$ cat src/rtl/frv_mem_port_arbiter_pkg.sv
// Shared definitions for the fetch/data memory port arbiter.
//   XL          : data/address MSB index (buses are XL+1 bits wide)
//   arb_state_e : arbiter lock state
//   arb_owner_e : which port owns a selection or an outstanding response
package frv_mem_port_arbiter_pkg;

  localparam int unsigned XL = 31;

  typedef enum logic [1:0] {
    StIdle  = 2'd0,
    StLockI = 2'd1,
    StLockD = 2'd2
  } arb_state_e;

  typedef enum logic {
    OwnerI = 1'b0,
    OwnerD = 1'b1
  } arb_owner_e;

endpackage

$ cat src/rtl/frv_mem_port_arbiter.sv
// Shares one req/gnt memory bus between the fetch (imem) and data (dmem) ports.
// One requester is selected per cycle; an ungranted selection is locked until
// the bus grants it, so the bus payload never changes under a pending request.
// Responses arrive one cycle after grant and their error flag is routed to the
// port that owned the grant. A streak counter bounds how many data grants can
// be issued back-to-back while fetch is waiting.
//
// Ports:
//   g_clk, g_resetn                 : clock, synchronous active-low reset
//   imem_* / dmem_*                 : requester ports (req, wen, strb, addr,
//                                     wdata in; gnt, error, rdata out)
//   mem_req/wen/strb/addr/wdata     : shared bus request payload (out)
//   mem_gnt, mem_error, mem_rdata   : shared bus grant and response (in)
module frv_mem_port_arbiter
  import frv_mem_port_arbiter_pkg::*;
#(
  parameter int unsigned FRV_ARB_MAX_DSTREAK = 4
) (
  input  logic          g_clk,
  input  logic          g_resetn,

  input  logic          imem_req,
  input  logic          imem_wen,
  input  logic [3:0]    imem_strb,
  input  logic [XL:0]   imem_addr,
  input  logic [XL:0]   imem_wdata,
  output logic          imem_gnt,
  output logic          imem_error,
  output logic [XL:0]   imem_rdata,

  input  logic          dmem_req,
  input  logic          dmem_wen,
  input  logic [3:0]    dmem_strb,
  input  logic [XL:0]   dmem_addr,
  input  logic [XL:0]   dmem_wdata,
  output logic          dmem_gnt,
  output logic          dmem_error,
  output logic [XL:0]   dmem_rdata,

  output logic          mem_req,
  output logic          mem_wen,
  output logic [3:0]    mem_strb,
  output logic [XL:0]   mem_addr,
  output logic [XL:0]   mem_wdata,
  input  logic          mem_gnt,
  input  logic          mem_error,
  input  logic [XL:0]   mem_rdata
);

  localparam logic [3:0] MaxStreak = 4'(FRV_ARB_MAX_DSTREAK);

  arb_state_e state_q, state_d;
  logic [3:0] streak_q, streak_d;
  logic       rsp_pending_q, rsp_pending_d;
  arb_owner_e rsp_owner_q, rsp_owner_d;

  logic       sel_valid;
  arb_owner_e sel_owner;
  logic       bus_req;
  logic       bus_gnt;

  // Selection: free choice only in IDLE, otherwise pinned by the lock.
  always_comb begin
    sel_valid = 1'b0;
    sel_owner = OwnerI;
    unique case (state_q)
      StIdle: begin
        // Data wins a tie unless fetch has already waited out its budget.
        if (dmem_req && (!imem_req || (streak_q != MaxStreak))) begin
          sel_valid = 1'b1;
          sel_owner = OwnerD;
        end else if (imem_req) begin
          sel_valid = 1'b1;
          sel_owner = OwnerI;
        end
      end
      StLockI: begin
        sel_valid = 1'b1;
        sel_owner = OwnerI;
      end
      StLockD: begin
        sel_valid = 1'b1;
        sel_owner = OwnerD;
      end
      default: begin
        sel_valid = 1'b0;
        sel_owner = OwnerI;
      end
    endcase
  end

  // Payload mux falls back to the fetch fields when nothing is selected.
  always_comb begin
    if (sel_owner == OwnerD) begin
      bus_req   = sel_valid && dmem_req;
      mem_wen   = dmem_wen;
      mem_strb  = dmem_strb;
      mem_addr  = dmem_addr;
      mem_wdata = dmem_wdata;
    end else begin
      bus_req   = sel_valid && imem_req;
      mem_wen   = imem_wen;
      mem_strb  = imem_strb;
      mem_addr  = imem_addr;
      mem_wdata = imem_wdata;
    end
  end

  // Handshake outputs are held low for the whole reset cycle, not just after it.
  assign mem_req  = g_resetn && bus_req;
  assign bus_gnt  = mem_gnt && mem_req;
  assign imem_gnt = bus_gnt && (sel_owner == OwnerI);
  assign dmem_gnt = bus_gnt && (sel_owner == OwnerD);

  assign imem_error = g_resetn && mem_error && rsp_pending_q && (rsp_owner_q == OwnerI);
  assign dmem_error = g_resetn && mem_error && rsp_pending_q && (rsp_owner_q == OwnerD);

  // Read data is broadcast; each port knows from its own grant when it is valid.
  assign imem_rdata = mem_rdata;
  assign dmem_rdata = mem_rdata;

  // Next-state: lock, response tracking, streak counter.
  always_comb begin
    state_d       = state_q;
    rsp_pending_d = bus_gnt;
    rsp_owner_d   = rsp_owner_q;
    streak_d      = streak_q;

    unique case (state_q)
      StIdle: begin
        if (mem_req && !mem_gnt) begin
          state_d = (sel_owner == OwnerD) ? StLockD : StLockI;
        end
      end
      StLockI, StLockD: begin
        if (mem_gnt) begin
          state_d = StIdle;
        end
      end
      default: state_d = StIdle;
    endcase

    if (bus_gnt) begin
      rsp_owner_d = sel_owner;
    end

    if (dmem_gnt && imem_req) begin
      if (streak_q != MaxStreak) begin
        streak_d = streak_q + 4'd1;
      end
    end else if (imem_gnt || !imem_req) begin
      streak_d = 4'd0;
    end
  end

  always_ff @(posedge g_clk) begin
    if (!g_resetn) begin
      state_q       <= StIdle;
      streak_q      <= 4'd0;
      rsp_pending_q <= 1'b0;
      rsp_owner_q   <= OwnerI;
    end else begin
      state_q       <= state_d;
      streak_q      <= streak_d;
      rsp_pending_q <= rsp_pending_d;
      rsp_owner_q   <= rsp_owner_d;
    end
  end

endmodule

$ cat config.mk
export PLATFORM = sky130hd
export DESIGN_NAME = frv_mem_port_arbiter
export DESIGN_NICKNAME = d
export VERILOG_FILES = /design/src/rtl/frv_mem_port_arbiter_pkg.sv /design/src/rtl/frv_mem_port_arbiter.sv
export SDC_FILE = /design/constraint.sdc
export NUM_CORES = 1
export LEC_CHECK = 0
export ABC_AREA = 1
export CORE_AREA = 2 2 121 123
export DETAILED_ROUTE_END_ITERATION = 8
export DIE_AREA = 0 0 123 125
export GPL_ROUTABILITY_DRIVEN = 0
export PLACE_DENSITY = 0.54
export SLEW_MARGIN = 25
export SYNTH_ARGS = -nofsm -noshare
export SYNTH_HDL_FRONTEND = slang
export SYNTH_SLANG_ARGS = --single-unit
$ cat constraint.sdc
create_clock -name g_clk -period 1.9 [get_ports g_clk]
set_input_delay 0.19 -clock g_clk [delete_from_list [all_inputs] [get_ports g_clk]]
set_output_delay 0.19 -clock g_clk [all_outputs]
set_load 0.02 [all_outputs]
======== Word level (Yosys, flattened, before mapping) ========
Index checks and enable logic that the tools add are counted.
storage, ports and cells
  memories ................................ 0
  input port bits ......................... 176
  memory bits (read-only) ................. 0
  bits in latches ......................... 0
  register bits ........................... 8
  logic and storage cells ................. 52
  memory bits (writable) .................. 0
  output and inout bits ................... 138
operators by class
  order comparisons ....................... 0
  bitwise gates (word level) .............. 2
  $mul .................................... 0
  reduce and logical (&&, ||, !) cells .... 22
  eq/ne operators ......................... 6
  shift operators ......................... 0
  divide/modulo/power cells ............... 0
  $add $sub $neg .......................... 1
  muxes and demuxes ....................... 17
operators by type and width
  kind                                                              count
  32-bit two-way mux                                                2
  4-bit two-way mux                                                 4
  1-bit logical AND                                                 13
  2-bit two-way mux                                                 3
  1-bit two-way mux                                                 5
  4-bit by 1-bit adder with 4-bit output (second input constant)    1
  2-bit != test (second input constant)                             2
  4-bit by 3-bit != test with 1-bit output (second input constant)  1
  1-bit case mux with 2 select lines                                2
  2-bit case mux with 2 select lines                                1
  2-bit AND reduction                                               2
  2-bit by 1-bit == test with 1-bit output (second input constant)  1
  2-bit == test (second input constant)                             1
  1-bit logical NOT                                                 2
  2-bit logical NOT                                                 1
  1-bit logical OR                                                  2
  2-bit by 1-bit != test with 1-bit output (second input constant)  1
  1-bit NOT                                                         2
  2-bit nonzero test                                                1
  2-bit OR reduction                                                1

======== Logic depth before layout (Yosys ltp) ========
  depth in word-level cells ............... 13
  depth in mapped cells ................... 12
  gate-level depth less buffers ........... 12

======== Least setup slack after synthesis ========
OpenSTA, ideal clock, no wires.
  path type ............................... register -> register
  start point ............................. register state_q[0]
  end point ............................... register rsp_owner_q
  stages on the path, launching flop included .. 10
  path buffers ............................ 1
  arrival time ............................ 1.563 ns
  data required time ...................... 1.759 ns
  clock period less this slack ............ 1.704 ns
  path slack .............................. 0.196 ns
  library setup time ...................... 0.141 ns
  path through ............................ dfxtp_1 > inv_1 > ha_1 > nand2_1 > clkinv_1 > nand2_1 > nand2_4 > buf_6 > nor2_1 > a211oi_1
on the way
  word-level cells in the longest chain between the ends .. 7
  elaborated cells on any way between the ends .. 11
  those cells by class .................... eq/ne: 2; mux: 3; reduce/logical: 6
ends and longest elaborated chain
  what                                                                              RTL line                                                 text
  start: declaration                                                                frv_mem_port_arbiter.sv:52                               arb_state_e state_q, state_d;
  start signal: assignment                                                          frv_mem_port_arbiter.sv:158                              state_q <= StIdle;
  start signal: assignment                                                          frv_mem_port_arbiter.sv:163                              state_q <= state_d;
  2-bit by 1-bit == test with 1-bit output / 2-bit == test (equally long branches)  frv_mem_port_arbiter.sv:66                               unique case (state_q)
  2-bit OR reduction (no line)                                                      --
  1-bit case mux with 2 select lines                                                frv_mem_port_arbiter.sv:66
  1-bit logical AND (on tied branches)                                              frv_mem_port_arbiter.sv:101, frv_mem_port_arbiter.sv:95
  1-bit two-way mux                                                                 frv_mem_port_arbiter.sv:94                               if (sel_owner == OwnerD) begin
  1-bit logical AND                                                                 frv_mem_port_arbiter.sv:110                              assign mem_req = g_resetn && bus_req;
  1-bit logical AND                                                                 frv_mem_port_arbiter.sv:111                              assign bus_gnt = mem_gnt && mem_req;
  end signal: assignment                                                            frv_mem_port_arbiter.sv:161                              rsp_owner_q <= OwnerI;
  end signal: assignment                                                            frv_mem_port_arbiter.sv:166                              rsp_owner_q <= rsp_owner_d;
  end: declaration                                                                  frv_mem_port_arbiter.sv:55                               arb_owner_e rsp_owner_q, rsp_owner_d;
Parallel ways exist; a longest one is shown, timed or not.
A chain may end at the register's enable or synchronous reset.

======== Worst setup path in the final report ========
  start point ............................. register state_q[0]
  end point ............................... output mem_wdata[24]
on the way
  word-level cells in the longest chain between the ends .. 3
  elaborated cells on any way between the ends .. 4
  those cells by class .................... eq/ne: 1; mux: 2; reduce/logical: 1
ends and longest elaborated chain
  what                                                       RTL line                    text
  2-bit == test / 2-bit logical NOT (equally long branches)  frv_mem_port_arbiter.sv:66
  1-bit case mux with 2 select lines *                       frv_mem_port_arbiter.sv:66
  32-bit two-way mux *                                       frv_mem_port_arbiter.sv:94
  end: declaration                                           frv_mem_port_arbiter.sv:44  output logic [XL:0] mem_wdata,
Mark *: on every way between the ends. The rest lies on a longest branch, timed or not.

==> impl_metrics.env <==
export IMPL_run_status="finished, violations left"
export IMPL_violations="negative setup slack"
export IMPL_chipHeight_um=125
export IMPL_routed_wirelength_um=12100
export IMPL_grt_start_max_net_pins=27
export IMPL_die_area_um2=15400
export IMPL_h_tree_depth=1
export IMPL_cpMaxStageDelayCell="dfxtp_2"
export IMPL_syn2layout_area_growth_pct=171
export IMPL_ioPinCount=314
export IMPL_critical_path_max_stage_delay_ns=0.32
export IMPL_cp_required_ns=1.71
export IMPL_post_route_core_utilization=0.376
export IMPL_insertedDiodeCount=0
export IMPL_cts_buffers_inserted=3
export IMPL_finalInstanceArea_um2=5340
export IMPL_floorplan_core_area_um2=14200
export IMPL_grt_pass1_wl_um=15900
export IMPL_tightestPinTransition_ns=0.249
export IMPL_critPathMaxFanout=4
export IMPL_number_of_global_route_vias_before_repair=2866
export IMPL_cts_reportedPaths_clkPinSlew_ns=0.04
export IMPL_post_route_cells_drive_above_1_share=0.468
export IMPL_maxSlewHeadroom=0.833
export IMPL_half_perimeter_wire_length_after_detailed_placement_um=7080
export IMPL_cp_arrival_ns=1.83
export IMPL_timing_max_transition_violations_final=0
export IMPL_cts_root_to_sink_buffers=2
export IMPL_final_antenna_net_count=0
export IMPL_overall_overflow_remaining_after_global_route=0
export IMPL_post_route_min_period_ns=2.02
export IMPL_count_of_state_elements_after_synthesis=8
export IMPL_remaining_drc_errors=0
export IMPL_postSynthNetCount=556
export IMPL_tot_gr_track_use=0.134
export IMPL_max_cap_violations=0
export IMPL_worst_clock_skew_ns=0.00372
export IMPL_setup_worst_path_end_class="output pin"
export IMPL_port_buffer_count=217
export IMPL_final_net_count=766
export IMPL_syn_area_per_cell_um2=5.27
export IMPL_pre_antenna_drt_iters=4
export IMPL_initial_antenna_violation_count=0
export IMPL_die_w_um=123
export IMPL_cellPowerDensity_nw_per_um2=1240
export IMPL_finalHoldViolations=0
export IMPL_timing_final_ws_setup_ns=-0.119
export IMPL_initial_utilization=0.139
export IMPL_finalSetupViolations=65
export IMPL_critical_path_startpoint_type="flop"
export IMPL_crit_path_cell_trace="inv_2, buf_4, ha_4, inv_2, nand2_8, buf_16, buf_12, buf_12, clkinv_8, nand2_1, nand2_1, buf_6"
export IMPL_post_drt_via_cell_ratio=3.99
export IMPL_netlist_area_um2=1970
export IMPL_min_delay_path_class="in2out"
export IMPL_ctsHoldBuffers=0
export IMPL_cp_num_buf_inv=8
export IMPL_synth_sequential_area_ratio=0.0811
export IMPL_timing_worst_setup_path_type="reg2out"
export IMPL_routedWlPerCell_um=15.7
export IMPL_timing_critical_path_max_delay_family="buffers and inverters"
export IMPL_num_rows=44
export IMPL_cts_sinks=8
export IMPL_drt_iter0_drc=47
export IMPL_fmax_ghz=0.495
export IMPL_cts_root_buf="clkbuf_16"
export IMPL_power_leakage_nw=2.60
export IMPL_grt_setup_unrepaired="yes"
export IMPL_synth_warnings=0
export IMPL_final_min_period_over_clock_period=1.06
export IMPL_dpl_instance_area_um2=4040
export IMPL_clock_tree_from_tritoncts="yes"
export IMPL_vias=3062
export IMPL_synthCells=375
export IMPL_irDropWorstVdd_v=0.000466
export IMPL_synth_lib_cells_used_distinct=22
export IMPL_worstSkewPairLatency_ns=0.23
power breakdown:
| group | switching [W] | total, W | internal (W) |
|---|---|---|---|
| clock network | 0.0000863 | 0.000358 | 0.000272 |
| registers | 0.0000137 | 0.000211 | 0.000198 |
| logic | 0.00304 | 0.00604 | 0.00301 |
| total | 0.00314 | 0.00661 | 0.00348 |
layout make-up:
| type | instances | area, um^2 |
|---|---|---|
| Inverter | 17 | 81.3 |
| Clock buffer | 3 | 75.1 |
| Timing Repair Buffer | 278 | 3040 |
| Timing Repair inverter | 6 | 113 |
| Sequential cell | 8 | 165 |
| Multi-Input combinational cell | 271 | 1640 |
| Tap cell | 184 | 230 |
| Fill cell | 1459 | 8860 |
synthesized netlist by cell type:
cell	count	area, um^2
buf_2	13	65.1
nand2_1	224	841
buf_6	1	11.3
a211oi_1	2	15.0
nor2_4	4	45.0
ha_1	5	62.6
nand3_1	13	65.1
nand4_1	1	6.26
inv_1	13	48.8
dfxtp_1	8	160
nand3_2	1	10.0
nor2_2	1	6.26
buf_4	65	488
o211ai_2	1	12.5
nand2_4	1	11.3
inv_2	2	7.51
a21oi_1	6	30.0
nor2_1	9	33.8
nand3_4	1	17.5
xor2_1	2	17.5
inv_12	1	16.3
clkinv_1	1	3.75
cell families (layout without fill, tap and decap cells):
| family | Yosys count | after routing | synth area share |
|---|---|---|---|
| flip-flops | 8 | 8 | 0.0811 |
| adder cells (fa/ha/maj) | 5 | 5 | 0.0317 |
| AND/OR/NAND/NOR | 255 | 255 | 0.525 |
| XOR/XNOR | 2 | 2 | 0.00887 |
| AO/OA/AOI/OAI | 9 | 9 | 0.0291 |
| buffers and inverters | 96 | 304 | 0.324 |
path summary, 6_finish.rpt:
| path | start | end | slack (ns) | cells after the start |
|---|---|---|---|---|
| min reg2reg | rsp_owner_q | rsp_owner_q | 0.51 | 2 |
| max reg2reg | streak_q[0] | streak_q[1] | 0.18 | 12 |
| max | state_q[0] | mem_wdata[24] | -0.12 | 12 |
| min | mem_rdata[26] | dmem_rdata[26] | 0.38 | 0 |
per-layer routing:
metal	up-vias	share of wire	GRT usage
li1	1489	-	-
met1	1375	0.38	0.163
met2	153	0.50	0.230
met3	45	0.093	0.0297
met4	0	0.030	0.0434
met5	-	0	0
what timing repair did:
action                                  in CTS  in global routing
gates resized for setup                    399                229
buffers inserted                            23                 10
endpoints found under the setup margin      72                 74
pin swaps                                   11                 41
gates cloned                                 7                  5
flip-flops by register name, indices dropped and copies added, names as in the netlist:
name and cells:
rsp_owner_q 1, streak_q 4, state_q 2, rsp_pending_q 1
cell usage in the layout, fill, tap and decap left out, types with 3 or more instances in the layout:
master           synthesis  routed
nand2_2                  0      74
dfxtp_1                  8       4
inv_2                    2       7
nor2_1                   9       8
buf_6                    1      79
ha_4                     0       3
dfxtp_2                  0       4
clkdlybuf4s50_1          0     143
nand2_1                224     120
inv_1                   13       8
inv_16                   0       5
clkbuf_16                0       6
a21oi_1                  6       6
nand3_1                 13      13
nor2_4                   4       5
nand2_4                  1      30
buf_4                   65      29
buf_8                    0       7
buf_12                   0      13
stage by stage:
| step | total power, W | worst slack (ns) | setup TNS [ns] | hold slack, ns | std cells |
|---|---|---|---|---|---|
| after floorplan | 0.00230 | 0.196 | 0 | 0.310 | 375 |
| after global placement | 0.00390 | -0.400 | -24.56 | 0.380 | 723 |
| after detailed placement | 0.00394 | -0.418 | -26.55 | 0.380 | 723 |
| after CTS | 0.00532 | -0.237 | -5.11 | 0.380 | 755 |
| after global routing | 0.00703 | -0.214 | -10.90 | 0.380 | 767 |
| final | 0.00661 | -0.119 | -3.83 | 0.380 | 767 |
Power figures use the tool's default switching activity.
